File: config.mk
export PLATFORM = sky130hd
export DESIGN_NAME = uart_rx_fifo
export DESIGN_NICKNAME = d
export VERILOG_FILES = /design/src/rtl/uart_rx_fifo.sv
export SDC_FILE = /design/constraint.sdc
export NUM_CORES = 1
export LEC_CHECK = 0
export ABC_AREA = 1
export BUFFER_PORTS_ARGS = -buffer_cell sky130_fd_sc_hd__buf_2
export CORE_ASPECT_RATIO = 1.1
export CORE_MARGIN = 2
export CORE_UTILIZATION = 25
export CTS_CLUSTER_DIAMETER = 200
export CTS_CLUSTER_SIZE = 24
export DETAILED_ROUTE_END_ITERATION = 12
export GPL_TIMING_DRIVEN = 0
export SKIP_CTS_REPAIR_TIMING = 1
export SLEW_MARGIN = 30
export SYNTH_ARGS = -nofsm -noshare
export SYNTH_HDL_FRONTEND = slang
export SYNTH_SLANG_ARGS = --single-unit
File: constraint.sdc
create_clock -name m_clock -period 4.9 [get_ports m_clock]
set_input_delay 0.49 -clock m_clock [delete_from_list [all_inputs] [get_ports m_clock]]
set_output_delay 0.49 -clock m_clock [all_outputs]
set_load 0.005 [all_outputs]
File: src/rtl/uart_rx_fifo.sv
// 8N1 serial receiver: 16x oversampling deframer feeding a small byte FIFO
// that the CPU polls through rxready/rxdata and drains with rd.
module uart_rx_fifo #(
  parameter int DIV16 = 27,
  parameter int DEPTH = 8,
  parameter int AW    = 3
) (
  input  logic          m_clock,
  input  logic          p_reset,
  input  logic          RXD,
  input  logic          rd,
  input  logic          clr_err,
  output logic [7:0]    rxdata,
  output logic          rxready,
  output logic [AW:0]   count,
  output logic          overrun,
  output logic          ferr
);

  localparam int PW = (DIV16 > 1) ? $clog2(DIV16) : 1;

  typedef enum logic [2:0] {IDLE, START, DATA, STOP, WAITH} state_t;

  logic            rxd_p0;
  logic            rxd_p1;
  logic [PW-1:0]   presc;
  logic            tick;
  state_t          state;
  logic [3:0]      sub;
  logic [2:0]      bitn;
  logic [7:0]      shift;
  logic [7:0]      mem [DEPTH];
  logic [AW-1:0]   wrptr;
  logic [AW-1:0]   rdptr;
  logic            stop_smp;
  logic            push;
  logic            ferr_evt;
  logic            full;
  logic            do_rd;
  logic            do_push;
  logic            ovr_evt;

  function automatic logic [AW:0] next_count(input logic [AW:0] c,
                                             input logic inc, input logic dec);
    logic [AW:0] n;
    n = c;
    if (inc && !dec) n = c + 1'b1;
    if (dec && !inc) n = c - 1'b1;
    return n;
  endfunction

  // Stage p0/p1: two-flop synchronizer, idles high
  always_ff @(posedge m_clock) begin
    if (p_reset) begin
      rxd_p0 <= 1'b1;
      rxd_p1 <= 1'b1;
    end else begin
      rxd_p0 <= RXD;
      rxd_p1 <= rxd_p0;
    end
  end

  always_ff @(posedge m_clock) begin
    if (p_reset || tick) presc <= '0;
    else                 presc <= presc + 1'b1;
  end

  assign tick = (presc == PW'(DIV16 - 1));

  // Deframer: start is re-qualified mid-bit, data and stop sampled 16 ticks apart
  always_ff @(posedge m_clock) begin
    if (p_reset) begin
      state <= IDLE;
      sub   <= '0;
      bitn  <= '0;
    end else if (tick) begin
      case (state)
        IDLE: begin
          if (!rxd_p1) begin
            state <= START;
            sub   <= '0;
          end
        end
        START: begin
          if (sub == 4'd7) begin
            sub   <= '0;
            bitn  <= '0;
            state <= rxd_p1 ? IDLE : DATA;
          end else begin
            sub <= sub + 4'd1;
          end
        end
        DATA: begin
          if (sub == 4'd15) begin
            sub  <= '0;
            bitn <= bitn + 3'd1;
            if (bitn == 3'd7) state <= STOP;
          end else begin
            sub <= sub + 4'd1;
          end
        end
        STOP: begin
          if (sub == 4'd15) begin
            sub   <= '0;
            state <= rxd_p1 ? IDLE : WAITH;
          end else begin
            sub <= sub + 4'd1;
          end
        end
        WAITH: begin
          if (rxd_p1) state <= IDLE;
        end
        default: state <= IDLE;
      endcase
    end
  end

  always_ff @(posedge m_clock) begin
    if (tick && state == DATA && sub == 4'd15) shift[bitn] <= rxd_p1;
  end

  assign stop_smp = tick && (state == STOP) && (sub == 4'd15);
  assign push     = stop_smp && rxd_p1;
  assign ferr_evt = stop_smp && !rxd_p1;

  // A pop frees the slot a simultaneous push needs, so full+rd+push never overruns
  assign full    = (count == (AW+1)'(DEPTH));
  assign do_rd   = rd && (count != '0);
  assign do_push = push && (!full || do_rd);
  assign ovr_evt = push && full && !do_rd;

  always_ff @(posedge m_clock) begin
    if (p_reset) begin
      wrptr   <= '0;
      rdptr   <= '0;
      count   <= '0;
      overrun <= 1'b0;
      ferr    <= 1'b0;
    end else begin
      if (do_push) wrptr <= wrptr + 1'b1;
      if (do_rd)   rdptr <= rdptr + 1'b1;
      count   <= next_count(count, do_push, do_rd);
      overrun <= ovr_evt  | (overrun & ~clr_err);
      ferr    <= ferr_evt | (ferr & ~clr_err);
    end
  end

  always_ff @(posedge m_clock) begin
    if (do_push) mem[wrptr] <= shift;
  end

  assign rxready = (count != '0);
  assign rxdata  = rxready ? mem[rdptr] : 8'h00;

endmodule

# Yosys cells after proc, flatten, opt, wreduce, memory -nomap -nowiden
# Memory sizes are Yosys's and may differ from the RTL's. A register that Yosys moved wholly into a read port is not among the register bits.
# Cells that the tools add are included.
# word_totals
register_bits	37
latchBits	0
ram_bits	64
rom_bits	0
input_bits	5
out_inout_bits	15
elab_cells	96
mem_count	1
# memory_table
memory	words	word_bits	rd	rd_clocked_by_memory_dff	wr	line_no	rtl
mem	8	8	1	1	1	32	logic [7:0] mem [DEPTH];
# op_classes
addsub	7
multipliers	0
n_div	0
magnitude_cmp	2
eq_ne	15
shifts	0
n_mux	26
bitwise	5
reduce_logical	28
# ops
cell	count
3-bit 2-to-1 mux	11
4-bit 2-to-1 mux	5
3-bit case mux with 5 select lines	1
1-bit logical AND	13
2-bit != test (second input constant)	6
4-bit case mux with 3 select lines	1
3-bit by 1-bit adder with 3-bit output (second input constant)	3
4-bit by 1-bit adder with 4-bit output (second input constant)	2
8-bit bitwise mux	1
4-bit equality test (second input constant)	2
8-bit 2-to-1 mux	1
7-bit AND reduction	1
3-bit by 2-bit equality test with 1-bit output (second input constant)	2
3-bit equality test (second input constant)	2
3-bit case mux with 2 select lines	1
5-bit by 1-bit adder with 5-bit output (second input constant)	1
5-bit equality test (second input constant)	1
4-bit by 3-bit equality test with 1-bit output (second input constant)	1
1-bit logical NOT	4
3-bit by 4-bit less-than comparator with 1-bit output (second input constant)	1
4-bit AND reduction	1
2-bit nonzero test	2
4-bit nonzero test	1
4-bit by 1-bit subtractor with 4-bit output (second input constant)	1
13 further kinds	18

# Depth between registers and ports, before layout
# Gate-level depths: netlist (run 1).
# logic_depth
word_depth	8
ltp_mapped	16
mapped_depth_nobuf	16

# Worst setup path after synthesis (run 1)
# OpenSTA, ideal clock, no wires.
# synth_timing
kind	register to register
from	reg sub[0]
to	mem mem[1][0], enable pin
setup_ns	0.383
arrival_ns	1.857
t_required_ns	4.517
setup_slack_ns	2.659
path_stages_with_launch	8
path_buffers	0
period_less_slack_ns	2.241
path_cell_list	dfxtp_1 -> ha_1 -> nand2_2 -> nor2_4 -> nand4_1 -> nor2_4 -> nand2_1 -> nor3_1
# synth_via
elab_chain_len	6
# synth_lines
item	line_no	rtl
start: declaration	29	logic [3:0] sub;
start signal: assignment	90	sub <= sub + 4'd1;
start signal: assignment	99	sub <= sub + 4'd1;
start signal: assignment	107	sub <= sub + 4'd1;
4-bit equality test	122	assign stop_smp = tick && (state == STOP) && (sub == 4'd15);
1-bit logical AND	122	
1-bit logical AND	123	assign push = stop_smp && rxd_p1;
1-bit logical AND	129	assign do_push = push && (!full || do_rd);
1-bit 2-to-1 mux	149	if (do_push) mem[wrptr] <= shift;
1-bit 2-to-1 mux (implied by the code)	149	
end: declaration	32	
# Every way passes these cells.

==> out/results.tsv, run 1 <==
stage	metric	value	unit
status	status	completed	
logic_synthesis	Synth Area in Simple Gates	19.2	%
critical_path	CP arrival	2.20	ns
critical_path	Crit-path slowest cell	clkbuf_1	
cells_and_area	share of cells above drive strength 1	14.5	%
sta	Setup TNS Final	0	ns
floorplan	I/O pin cnt	20	
logic_synthesis	Main synth FF type	edfxtp_1	
routing	post-route ant nets	0	
logic_synthesis	post-synthesis sequential area ratio	63.8	%
sta	Achievable Freq	0.372	GHz
cells_and_area	Layout Cells excl Fill	688	
critical_path	Worst Path Required	4.41	ns
critical_path	Buf/Inv on CP	3	
cells_and_area	area added between synthesis and finish	16.2	%
floorplan	Rows	50	
routing	DRC Markers	0	
sta	Worst Skew	0.0131	ns
sta	Rel. slew slack	42.2	%
routing	wl on met1	4180	µm
power	Tot Pwr	2.22	mW
global_route	total track usage	10.4	%
hold_path	hold crit path type	input port to flop	
routing	DRT iter0 DRCs	195	
logic_synthesis	post-synthesis adder-cell area fraction	2.28	%
clock_network	Clock Path Buffers	2	
power	Sw Share	32.6	%
flow_run	MaxCap Viol Count	0	
logic_synthesis	post-synthesis net count	432	
logic_synthesis	Synth Instances	419	
global_route	initial antenna violation count	0	
routing	via count	3051	
hold_path	Hold Startpoint	RXD	
cells_and_area	ANT cells	0	
hold_path	Min-Delay Path Depth	2	
sta	final hold vios	0	
logic_synthesis	Post-synth EDFFs	72	
power	Power per Cell Area	435	nW/µm²
critical_path	Worst Setup Start Kind	flop	
power	register share of total power	44.4	%
critical_path	path depth of the worst reg2reg path	7	
floorplan	core box area	17100	µm²
logic_synthesis	combinational family with the most area after synthesis	simple AND/OR/NAND/NOR gates	
logic_synthesis	ys async rst share	0	%
power	peak supply drop	216	µV
cells_and_area	Design Area, Final	5110	µm²
clock_network	htree depth	3	
critical_path	Worst R2R Start	sub[0]	
sta	Final Cycle Share	54.8	%
critical_path	Worst R2R End	mem[1][4]	
global_route	largest net degree at the start of global routing	20	
critical_path	max incr delay on CP	0.49	ns
global_route	first-pass GRT wire length	14600	µm
clock_network	TritonCTS Buffers	9	
critical_path	crit-path cells	inv_1, clkbuf_1, nor2_1, o32ai_1, o21ai_0, nor2_1, buf_2	
logic_synthesis	Distinct cells, synth	30	
sta	unrepaired setup endpoints after global routing	false	
hold_path	hold path endpoint	rxd_p0	
routing	detail-routed net length per standard cell	13.3	µm
routing	mean number of vias per cell	4.43	
floorplan	chip height	143	µm
clock_network	clk root buf	clkbuf_16	
place	Final GP Congestion	0.835	
clock_network	clk_lat worst skew	0.35	ns
power	switching pwr	724	µW
logic_synthesis	Syn Area/Cell	10.5	µm²
clock_network	CTS tree	yes	
routing	met3 WL	444	µm
sta	Slew @ Worst Pin	0.863	ns
place	Post-Place Cell Area	4820	µm²
sta	max-slew violation count	0	
critical_path	WP depth	7	
logic_synthesis	YS warnings	0	
logic_synthesis	mux cell area share after synthesis	0	%
logic_synthesis	area of the mapped netlist	4400	µm²
critical_path	Worst Setup End Kind	output port	
power	Comb power frac	24.6	%
critical_path	cell family with most CP delay	buffers and inverters	
routing	uppermost layer routed	met4	
place	DP Cell Count	672	
clock_network	clk sink count	104	
global_route	vias in the first global route	2967	
logic_synthesis	Synth Area in XOR/XNOR	0.399	%
logic_synthesis	#FFs+latches synth	104	
power	Clock power frac	31.0	%
floorplan	die area	18700	µm²
sta	Setup Viol. Count Final	0	
global_route	grt ovf	0	
cells_and_area	NumNets Final	462	
critical_path	Worst Path Max Fanout	10	
power	Leakage	1.80	nW
critical_path	critical path class	flop to output port	
logic_synthesis	post-synthesis compound-gate area fraction	10.2	%
floorplan	Initial Util	25.6	%
power	Cell Int Power	1.50	mW
place	DP HPWL	6300	µm
sta	Final min period	2.69	ns
routing	Total Wirelength	9170	µm
critical_path	r2r setup slk	2.35	ns
critical_path	most frequent cell on the critical path	nor2_1	
routing	drt first pass iters	4	
routing	WL met2	4390	µm
place	I/O Buffers	19	
floorplan	Die W	130	µm
clock_network	CTS clk-pin slew, worst paths	0.07	ns
-- stage by stage --
step / hold slack [ns] / utilization [%] / worst slack [ns]
detailed placement: 0.394 / 28.1 / 2.33
finish: 0.338 / 29.8 / 2.21
global placement: 0.395 / 27.9 / 2.02
floorplan: 0.389 / - / 2.66
global route: 0.343 / 29.8 / 2.06
CTS: 0.337 / 29.8 / 2.22
-- power by group through the flow --
stage / sequential, mW / clock, mW / combinational [mW]
final: 0.988 / 0.689 / 0.546
after CTS: 0.987 / 0.705 / 0.548
after detailed placement: 1.01 / 0 / 0.544
after global placement: 1.00 / 0 / 0.535
after floorplan: 0.998 / 0 / 0.352
after global routing: 0.993 / 0.737 / 0.615
-- state kept, by name, summed over array words and instances, names as in the netlist, 3 cells and up, named ones only --
| signal | count |
|---|---|
| state | 3 |
| sub | 4 |
| presc | 5 |
| count | 4 |
| bitn | 3 |
| rdptr | 3 |
| mem | 64 |
| shift | 8 |
| wrptr | 3 |
-- Yosys cell counts, types with 3 or more instances --
master    instances  share of area (%)
a21oi_1          20                2.3
clkbuf_1         11               0.94
dfxtp_1          32                 15
edfxtp_1         72                 49
ha_1              8                2.3
inv_1            33                2.8
inv_2             3               0.26
nand2_1          41                3.5
nand2_2           5               0.71
nand3_1          12                1.4
nand4_1           3               0.43
nor2_1           84                7.2
nor2_2            3               0.43
nor2_4            4                1.0
nor3_1           20                2.3
o21ai_0          32                3.6
o21ai_1           4               0.46
o32ai_1          16                3.2
-- routing by layer --
metal	vias up	track usage, %
li1	1524	-
met2	59	17.1
met3	13	2.81
met5	-	0
met1	1455	12.8
met4	0	4.20
-- worst register-to-register path: stages (launching register included) --
cell and delay [ns]:
dfxtp_1 0.39, ha_1 0.21, nand2_2 0.12, nor2_4 0.18
nand4_1 0.19, nor2_4 0.22, nand2_1 0.20, nor3_2 0.68
-- logic make-up after synthesis --
kind of cell | after synthesis
compound gates | 76
xor+xnor | 2
fa+ha+maj | 8
buf+inv | 48
flops | 104
simple gates | 181
-- layout make-up --
class,count,area [µm²]
timing repair buffer,19,95.1
sequential,104,2800
inverter,36,135
fill,1777,12000
buffer,12,46.3
clock buffer,9,225
multi-input combinational,267,1450
clock inverter,7,60.1
tap,234,293
-- worst max-delay path by stage --
stage | end | slack (ns)
6_report | rxdata[3] | 2.21
5_1_grt | rxdata[3] | 2.06
4_1_cts | rxdata[3] | 2.22
3_5_place_dp | mem[1][6] | 2.33
3_3_place_gp | mem[1][6] | 2.02
2_1_floorplan | mem[1][0] | 2.66
-- cells in the final DEF, fill, tap and decap left out, drive strengths merged --
cell type and n:
or3 1, nand3 12, nor4 1, o32ai 16, o2111ai 1, buf 20, a21oi 20, nand4 4
o21ai 36, or2 2, clkinv 2, clkbuf 20, xnor2 1, edfxtp 72, xor2 1, inv 40
ha 8, a211oi 2, a31oi 1, nor3 20, dfxtp 32, clkinvlp 1, nand2 48, nor3b 2
nor2 91
Note: power is estimated with default switching activity, not from simulation.
==> run 2, diff against run 1 <==
==> constraint.sdc (replaced) <==
create_clock -name m_clock -period 2.69 [get_ports m_clock]
set_input_delay 0.269 -clock m_clock [delete_from_list [all_inputs] [get_ports m_clock]]
set_output_delay 0.269 -clock m_clock [all_outputs]
set_load 0.005 [all_outputs]
==> run 2 against run 1 <==
  * Sequential power is 82% higher
  * Final cell count unchanged
  * Critical path type is now flop to flop
  * Cell area grew 0.12%
  * Combinational power rose by 82%
  * Clock skew about the same
  * Clock power grew 81%
  * Highest routed layer unchanged
==> out/results.tsv, run 2 (synthesis gave the netlist of run 1 again) <==
stage	metric	value	unit
critical_path	Worst Path Max Fanout	8	
critical_path	Buf/Inv on CP	0	
place	DP HPWL	6300	µm
hold_path	Hold Startpoint	RXD	
routing	detail-routed net length per standard cell	13.3	µm
cells_and_area	ANT cells	0	
sta	Achievable Freq	0.393	GHz
sta	Slew @ Worst Pin	0.819	ns
critical_path	most frequent cell on the critical path	nor2_4	
sta	unrepaired setup endpoints after global routing	true	
critical_path	Worst R2R End	mem[1][4]	
cells_and_area	share of cells above drive strength 1	14.5	%
sta	final hold vios	0	
clock_network	clk sink count	104	
cells_and_area	most frequent cells in the layout	nor2_1, edfxtp_1, nand2_1	
cells_and_area	area added between synthesis and finish	16.4	%
floorplan	Rows	50	
global_route	total track usage	10.4	%
critical_path	Worst Path Required	2.67	ns
routing	via count	3045	
floorplan	Die W	130	µm
sta	Setup Viol. Count Final	0	
routing	post-route ant nets	0	
clock_network	Clock Path Buffers	2	
clock_network	htree depth	3	
critical_path	Worst Setup End Kind	flop	
power	Leakage	1.80	nW
flow_run	MaxCap Viol Count	0	
floorplan	die area	18700	µm²
cells_and_area	Top Registers	mem (64), shift (8), presc (5)	
global_route	vias in the first global route	2967	
place	I/O Buffers	19	
critical_path	crit-path cells	ha_1, nand2_2, nor2_4, nand4_1, nor2_4, nand2_1, nor3_2	
critical_path	CP arrival	2.52	ns
critical_path	Crit-path slowest cell	nor3_2	
critical_path	cell family with most CP delay	simple AND/OR/NAND/NOR gates	
power	peak supply drop	393	µV
sta	Final min period	2.55	ns
clock_network	clk root buf	clkbuf_16	
critical_path	Worst R2R Start	sub[0]	
hold_path	Min-Delay Path Depth	2	
hold_path	hold path endpoint	rxd_p0	
sta	Rel. slew slack	45.1	%
clock_network	TritonCTS Buffers	9	
routing	DRT iter0 DRCs	210	
global_route	grt ovf	0	
power	Power per Cell Area	791	nW/µm²
routing	drt first pass iters	4	
global_route	initial antenna violation count	0	
routing	DRC Markers	0	
floorplan	Initial Util	25.6	%
global_route	first-pass GRT wire length	14600	µm
cells_and_area	Largest Register	mem	
floorplan	I/O pin cnt	20	
critical_path	Worst Setup Start Kind	flop	
critical_path	path depth of the worst reg2reg path	7	
status	status	completed	
critical_path	max incr delay on CP	0.67	ns
clock_network	clk_lat worst skew	0.35	ns
sta	worst hold slack	0.117	ns
cells_and_area	max reg flops	64	
hold_path	hold crit path type	input port to flop	
critical_path	r2r setup slk	0.14	ns
routing	Total Wirelength	9160	µm
sta	Final Cycle Share	94.6	%
critical_path	critical path class	flop to flop	
floorplan	chip height	143	µm
place	Setup WS pre-CTS	0.122	ns
cells_and_area	commonest non-fill, non-tap cell in the layout	nor2_1	
clock_network	CTS clk-pin slew, worst paths	0.07	ns
place	Final GP Congestion	0.835	
sta	Worst Skew	0.0129	ns
global_route	largest net degree at the start of global routing	20	
sta	setup ws final	0.144	ns
sta	max-slew violation count	0	
routing	mean number of vias per cell	4.43	
floorplan	core box area	17100	µm²
cells_and_area	NumNets Final	462	
clock_network	CTS tree	yes	
run 2: cell counts in the layout (fill, tap and decap cells not counted):
No cell type changed its count.
run 2: layout make-up:
| type | instances | area [µm²] |
|---|---|---|
| inverters | 36 | 135 |
| clock buffers | 9 | 225 |
| repair buffers | 19 | 95.1 |
| plain buffers | 12 | 46.3 |
| well taps | 234 | 293 |
| flip-flops and latches | 104 | 2800 |
| fillers | 1780 | 12000 |
| clock inverters | 7 | 60.1 |
| multi-input cells | 267 | 1460 |
run 2: layer usage:
metal,global-route usage (%),part of all wire [%],vias to the layer above
met1,12.8,46,1445
met3,2.81,5.0,15
met4,4.20,1.9,0
met5,0,0,-
li1,-,-,1523
met2,17.1,47,62
run 2: per-stage QoR:
step | power, mW | TNS, ns | std cells | instance area, µm² | util [%]
finish | 4.05 | 0 | 688 | 5110 | 29.8
detailed placement | 2.82 | 0 | 672 | 4820 | 28.1
global placement | 2.80 | -8.29 | 672 | 4780 | 27.9
global route | 4.27 | -1.21 | 688 | 5110 | 29.8
floorplan | 2.46 | 0 | 419 | 4400 | -
CTS | 4.08 | 0 | 688 | 5110 | 29.8
run 2: power breakdown:
group | switching, mW | total [mW] | internal [mW] | leakage (nW)
Clock | 0.608 | 1.25 | 0.646 | 0.138
Sequential | 0.0589 | 1.80 | 1.74 | 0.905
Combinational | 0.651 | 0.994 | 0.342 | 0.753
Total | 1.32 | 4.05 | 2.73 | 1.80
run 2: worst max-delay path by stage:
| stage | from | end | slack (ns) | cells after the start |
|---|---|---|---|---|
| finish | sub[0] | mem[1][4] | 0.14 | 7 |
| global route | sub[0] | mem[1][4] | -0.07 | 7 |
| CTS | sub[0] | mem[1][4] | 0.11 | 7 |
| detailed placement | sub[0] | mem[1][6] | 0.12 | 7 |
| global placement | sub[0] | mem[1][6] | -0.19 | 7 |
| floorplan | sub[0] | mem[5][0] | 0.45 | 7 |
